**src/rtl/call_stack_pkg.sv**
```systemverilog
// Shared types and defaults for the call/return stack sequencer.
// Imported by the arbiter and the controller.
package call_stack_pkg;

  localparam int AW_DEF    = 11;
  localparam int DEPTH_DEF = 16;

  typedef enum logic [1:0] {
    IDLE = 2'd0,
    EXEC = 2'd1,
    DONE = 2'd2
  } state_t;

  typedef enum logic [2:0] {
    OP_NONE = 3'd0,
    OP_IRQ  = 3'd1,
    OP_CALL = 3'd2,
    OP_RET  = 3'd3,
    OP_RETI = 3'd4
  } op_t;

  function automatic logic is_push_op(op_t op);
    return (op == OP_IRQ) || (op == OP_CALL);
  endfunction

endpackage

```
**src/rtl/call_stack_arb.sv**
```systemverilog
// Fixed-priority request selector: IRQ > CALL > RET > RETI.
// IRQ is blocked inside an ISR; RETI only counts inside one.
module call_stack_arb
  import call_stack_pkg::*;
(
  input  logic irq_req,
  input  logic call_req,
  input  logic ret_req,
  input  logic reti_req,
  input  logic in_isr,
  output op_t  op
);

  always_comb begin
    op = OP_NONE;
    priority case (1'b1)
      irq_req && !in_isr: op = OP_IRQ;
      call_req:           op = OP_CALL;
      ret_req:            op = OP_RET;
      reti_req && in_isr: op = OP_RETI;
      default:            op = OP_NONE;
    endcase
  end

endmodule

```
**src/rtl/call_stack_ctrl.sv**
```systemverilog
// Sequencer in front of the return-address stack: grants one
// CALL/RET/IRQ/RETI at a time, drives the stack, returns next PC.
module call_stack_ctrl
  import call_stack_pkg::*;
#(
  parameter int AW    = AW_DEF,
  parameter int DEPTH = DEPTH_DEF,
  parameter int CW    = $clog2(DEPTH + 1)
) (
  input  logic          clk,
  input  logic          reset,
  input  logic          call_req,
  input  logic          ret_req,
  input  logic          irq_req,
  input  logic          reti_req,
  input  logic [AW-1:0] pc_in,
  input  logic [AW-1:0] call_target,
  input  logic [AW-1:0] irq_vector,
  input  logic          err_clr,
  input  logic [AW-1:0] stk_dout,
  output logic          stk_push,
  output logic          stk_pop,
  output logic [AW-1:0] stk_din,
  output logic          ack,
  output logic          pc_load,
  output logic [AW-1:0] pc_next,
  output logic [CW-1:0] depth,
  output logic          full,
  output logic          empty,
  output logic          in_isr,
  output logic          ovf_err,
  output logic          unf_err,
  output logic          busy
);

  state_t        state;
  op_t           op_sel;
  op_t           op_q;
  logic          err_q;
  logic [AW-1:0] tgt_q;

  call_stack_arb u_arb (
    .irq_req  (irq_req),
    .call_req (call_req),
    .ret_req  (ret_req),
    .reti_req (reti_req),
    .in_isr   (in_isr),
    .op       (op_sel)
  );

  assign full  = (depth == CW'(DEPTH));
  assign empty = (depth == '0);
  assign busy  = (state != IDLE);

  always_ff @(posedge clk) begin
    if (reset) begin
      state    <= IDLE;
      op_q     <= OP_NONE;
      err_q    <= 1'b0;
      tgt_q    <= '0;
      stk_push <= 1'b0;
      stk_pop  <= 1'b0;
      stk_din  <= '0;
      ack      <= 1'b0;
      pc_load  <= 1'b0;
      pc_next  <= '0;
      depth    <= '0;
      in_isr   <= 1'b0;
      ovf_err  <= 1'b0;
      unf_err  <= 1'b0;
    end else begin
      // clear first so a same-cycle error set below takes priority
      if (err_clr) begin
        ovf_err <= 1'b0;
        unf_err <= 1'b0;
      end
      unique case (state)
        IDLE: begin
          ack     <= 1'b0;
          pc_load <= 1'b0;
          if (op_sel != OP_NONE) begin
            state <= EXEC;
            op_q  <= op_sel;
            tgt_q <= (op_sel == OP_IRQ) ? irq_vector : call_target;
            if (is_push_op(op_sel)) begin
              err_q <= full;
              if (!full) begin
                stk_push <= 1'b1;
                stk_din  <= (op_sel == OP_CALL) ?
                            pc_in + AW'(1) : pc_in;
              end
            end else begin
              err_q <= empty;
              if (!empty) stk_pop <= 1'b1;
            end
          end
        end
        EXEC: begin
          stk_push <= 1'b0;
          stk_pop  <= 1'b0;
          ack      <= 1'b1;
          state    <= DONE;
          if (err_q) begin
            if (is_push_op(op_q)) ovf_err <= 1'b1;
            else                  unf_err <= 1'b1;
          end else begin
            pc_load <= 1'b1;
            if (is_push_op(op_q)) begin
              pc_next <= tgt_q;
              depth   <= depth + CW'(1);
              if (op_q == OP_IRQ) in_isr <= 1'b1;
            end else begin
              // top of stack is still valid until this edge pops it
              pc_next <= stk_dout;
              depth   <= depth - CW'(1);
              if (op_q == OP_RETI) in_isr <= 1'b0;
            end
          end
        end
        DONE: begin
          ack     <= 1'b0;
          pc_load <= 1'b0;
          state   <= IDLE;
        end
        default: state <= IDLE;
      endcase
    end
  end

endmodule

```
**config.mk**
```make
export PLATFORM = sky130hd
export DESIGN_NAME = call_stack_ctrl
export DESIGN_NICKNAME = d
export VERILOG_FILES = /design/src/rtl/call_stack_pkg.sv /design/src/rtl/call_stack_arb.sv /design/src/rtl/call_stack_ctrl.sv
export SDC_FILE = /design/constraint.sdc
export NUM_CORES = 1
export LEC_CHECK = 0
export ABC_AREA = 1
export CAP_MARGIN = 30
export CORE_MARGIN = 2
export CORE_UTILIZATION = 39
export DETAILED_ROUTE_END_ITERATION = 10
export MAX_ROUTING_LAYER = met4
export PLACE_DENSITY = 0.66
export SETUP_SLACK_MARGIN = 0.4
export SYNTH_ARGS = -nofsm -noshare
export SYNTH_HDL_FRONTEND = slang
export SYNTH_HIERARCHICAL = 1
export SYNTH_SLANG_ARGS = --single-unit
```
**constraint.sdc**
```tcl
create_clock -name clk -period 5.45 [get_ports clk]
set_clock_uncertainty 0.05 [all_clocks]
set_input_delay 0.8175 -clock clk [delete_from_list [all_inputs] [get_ports clk]]
set_output_delay 0.8175 -clock clk [all_outputs]
set_load 0.1 [all_outputs]
```
# Word level (Yosys, flattened, before mapping)
# Index checks and enable logic that the tools add are counted.
[word_totals]
reg_bits = 51
input_bits = 51
output_inout_bits = 37
elab_cells = 87
[classes]
addsub = 3
eq_ne = 15
mux = 33
bitwise_logic = 2
reduce_logical = 20
[ops]
columns = ["op", "count"]
rows = [
  ["$mux 11", 3],
  ["$mux 1", 19],
  ["$reduce_and 4->1", 4],
  ["$ne 2x2->1 const B", 7],
  ["$mux 3", 4],
  ["$add 11x1->11 const B", 1],
  ["$pmux 1 s2", 4],
  ["$reduce_bool 2->1", 4],
  ["$eq 3x1->1 const B", 2],
  ["$eq 3x2->1 const B", 2],
  ["$reduce_and 2->1", 3],
  ["$add 5x1->5 const B", 1],
  ["$eq 5x5->1 const B", 1],
  ["$logic_not 5->1", 1],
  ["$mux 5", 1],
  ["$sub 5x1->5 const B", 1],
  ["$pmux 2 s2", 1],
  ["$eq 3x3->1 const B", 1],
  ["$reduce_bool 3->1", 1],
  ["$eq 2x1->1 const B", 1],
  ["$eq 2x2->1 const B", 1],
  ["$logic_and 1x1->1", 2],
  ["$logic_not 2->1", 1],
  ["$logic_or 1x1->1", 2],
  ["4 further kinds", 5],
]

# Depth between registers and ports, before layout
[depth]
depth_word = 10
mapped_depth = 15
depth_no_buf = 14

# Hierarchy
# Netlist, hierarchy kept.
[by_module_without_submodules]
columns = ["mod", "instances", "cells_each", "area_per_inst_um2"]
rows = [
  ["call_stack_ctrl", 1, 386, 2587.5],
  ["call_stack_arb", 1, 13, 48.8],
]

# Worst setup path after synthesis
# Ideal clock, no wire load.
[synth_path]
kind = "register to output"
start = "register depth[4]"
end = "output port full"
arrival_time_ps = 2553
t_required_ps = 4583
setup_slack_ps = 2029
stages_incl_launch_ff = 3
cell_sequence = "dfxtp_1 > inv_1 > nor2_1"
[synth_via]
elab_chain_len = 1
[synth_lines]
columns = ["element", "line_no", "text"]
rows = [
  ["start: declaration", "call_stack_ctrl.sv:27", "output logic [CW-1:0] depth,"],
  ["start signal: assignment", "call_stack_ctrl.sv:110", "depth <= depth + CW'(1);"],
  ["start signal: assignment", "call_stack_ctrl.sv:115", "depth <= depth - CW'(1);"],
  ["$eq 5x5->1", "call_stack_ctrl.sv:51", "assign full = (depth == CW'(DEPTH));"],
  ["end: declaration", "call_stack_ctrl.sv:28", "output logic full,"],
]
# Every way passes these cells.

# Worst setup path in the final report
[layout_path]
start = "register depth[2]"
end = "output port full"
# The elaborated chain is that of the path after synthesis.

==> results.json <==
{
  "drv_slew": 0,
  "grtUsageMet3_pct": 5.05,
  "grt_pass1_vias": 2463,
  "drt_pass1_iterations": 4,
  "place_congestion": 0.890,
  "cts_setup_buffers": 0,
  "fmax_ghz": 0.301,
  "cts_tree": "done",
  "min_path_type": "reg2reg",
  "grt.met2_usage_pct": 30.0,
  "core_area_um2": 6460,
  "wl_per_cell_um": 12.5,
  "via_count": 2739,
  "critical_path_arrival_ns": 2.46,
  "maxSlewHeadroom_pct": 33.4,
  "antennaDiodeCount": 0,
  "totalWireLength_mm": 6.95,
  "crit_fanout": 5,
  "final_layout_size_suffix_gt1_share_pct": 4.81,
  "std_cell_rows": 29,
  "synth_nets": 453,
  "holdBufCountCts": 0,
  "antenna_found_initial": 0,
  "power_density_nw_per_um2": 361,
  "whs_ns": 0.420,
  "place_inst": 547,
  "use_met1_pct": 25.6,
  "rsz0062_at_grt": "no",
  "final_common_cell": "nand2_1",
  "ys_ff_latch": 51,
  "ys.flop_type": "dfxtp_1",
  "fin_cells": 555,
  "syn_inst": 399,
  "cp-end-kind": "primary output",
  "ant_nets": 0,
  "ys_seq_area_share_pct": 38.7,
  "die-area_um2": 7430,
  "synthToLayoutAreaGrowth_pct": 38.5,
  "worstSetupStartpointType": "register",
  "final_cell_mix": "nand2_1 (95), clkdlybuf4s50_1 (87), nor2_1 (58), dfxtp_1 (51), inv_1 (48)",
  "hold_depth": 2,
  "overflow": 0,
  "nets": 531,
  "hold_viol": 0,
  "grt.total_usage_pct": 19.3,
  "clock_sinks": 51,
  "hpwl_mm": 5.21,
  "die_h_um": 86.2,
  "synth.distinct_cells": 27,
  "cts.clk_slew.worst_paths_ns": 0.09,
  "via_per_inst": 4.94,
  "power_w": 0.00132,
  "grt_max_degree": 32,
  "cts_buffers": 5,
  "cts_resized": 0,
  "avgSynthCellArea_um2": 6.61,
  "io_buffers": 87,
  "tightestPinTransition_ns": 0.996,
  "placed_area_um2": 3540,
  "cp.required_ns": 4.58,
  "grt_pass1_wl_mm": 11.3,
  "clockRootBuffer": "clkbuf_8",
  "htreeDepth": 2,
  "clock_path_buffers": 2,
  "layout_worst_path_cycle_share_pct": 61.0,
  "reg2reg_depth": 10,
  "drc_errors": 0,
  "initial_core_util_pct": 40.8,
  "status": "finished, final reports clean",
  "vdd_ir_drop_max_mv": 0.229,
  "fin_crit_ns": 3.32,
  "yosysWarnings": 6,
  "setup_viol": 0,
  "cellLeakagePower_nw": 1.60,
  "drt_iter0_drc": 210,
  "syn_area_um2": 2640,
  "synth_edf_count": 0,
  "tns_ns": 0,
  "critPathKind": "reg2out",
  "clkLatencyLatePin_ns": 0.31,
  "ios": 88,
  "postSynth.asyncResetShare_pct": 0,
  "die_x_um": 86.2,
  "maxCapViolations": 0,
  "stdcell_area_um2": 3650,
  "top_usage_layer": "met2"
}
==> flip-flops by register name (all words and copies together) (netlist names) <==
name	cells
pc_next	11
tgt_q	11
pc_load	1
stk_push	1
ack	1
stk_din	11
stk_pop	1
in_isr	1
state	2
op_q	3
depth	5
unf_err	1
err_q	1
ovf_err	1
==> layout make-up <==
cell class / count / area (um^2)
fillers: 651 / 2810
well taps: 77 / 96.3
clock buffers: 5 / 68.8
flip-flops and latches: 51 / 1020
inverters: 55 / 206
clock inverters: 3 / 47.5
multi-input cells: 275 / 1320
repair buffers: 89 / 890
==> cells by family after synthesis <==
logic type	Yosys count	synth area share (%)
AOI/OAI and AO/OA	75	16.8
adders and majority gates	3	1.42
buffers and inverters	73	11.1
DFF	51	38.7
and+or+nand+nor	188	29.0
xor gates and xnor gates	9	2.99
==> critical path, cell delays in order, from the launching register on <==
cell,delay [ns]
dfxtp_1,0.36
inv_1,0.11
nand4_1,0.18
nor2_1,0.30
clkdlybuf4s50_1,1.19
==> cell usage after synthesis, types with 7 or more instances <==
library cell | number | area (um^2)
nand2_1 | 95 | 357
nor2_1 | 58 | 218
dfxtp_1 | 51 | 1020
inv_1 | 48 | 180
a21oi_1 | 28 | 140
nand3_1 | 25 | 125
o21ai_0 | 20 | 100
o211ai_1 | 13 | 97.6
clkbuf_1 | 9 | 33.8
xor2_1 | 7 | 61.3
==> stage by stage <==
| stage | setup WS (ns) | util (%) |
|---|---|---|
| 6_report | 2.13 | 56.5 |
| 5_1_grt | 1.86 | 56.5 |
| 4_1_cts | 2.11 | 56.5 |
| 3_5_place_dp | 1.78 | 54.7 |
| 3_3_place_gp | 1.60 | 54.6 |
| 2_1_floorplan | 2.03 | - |
==> layer usage <==
layer / share of wire [%] / up-vias
li1: - / 1424
met5: 0 / -
met2: 46 / 77
met1: 48 / 1230
met3: 4.8 / 8
met4: 0.98 / 0
==> power by group <==
group	internal (W)	switching, W
registers	0.000419	0.0000285
logic	0.000163	0.000433
clock network	0.000139	0.000135
total	0.000721	0.000596
==> path summary, 6_finish.rpt <==
check                    startpoint                       to  slack [ns]
max           depth[2]$_SDFFE_PP0P_                     full        2.13
min          tgt_q[10]$_SDFFE_PP0P_   tgt_q[10]$_SDFFE_PP0P_        0.42
max reg2reg     in_isr$_SDFFE_PP0P_  stk_din[9]$_SDFFE_PP0P_        2.69
min reg2reg  tgt_q[10]$_SDFFE_PP0P_   tgt_q[10]$_SDFFE_PP0P_        0.42
(Power assumes the default switching activity.)
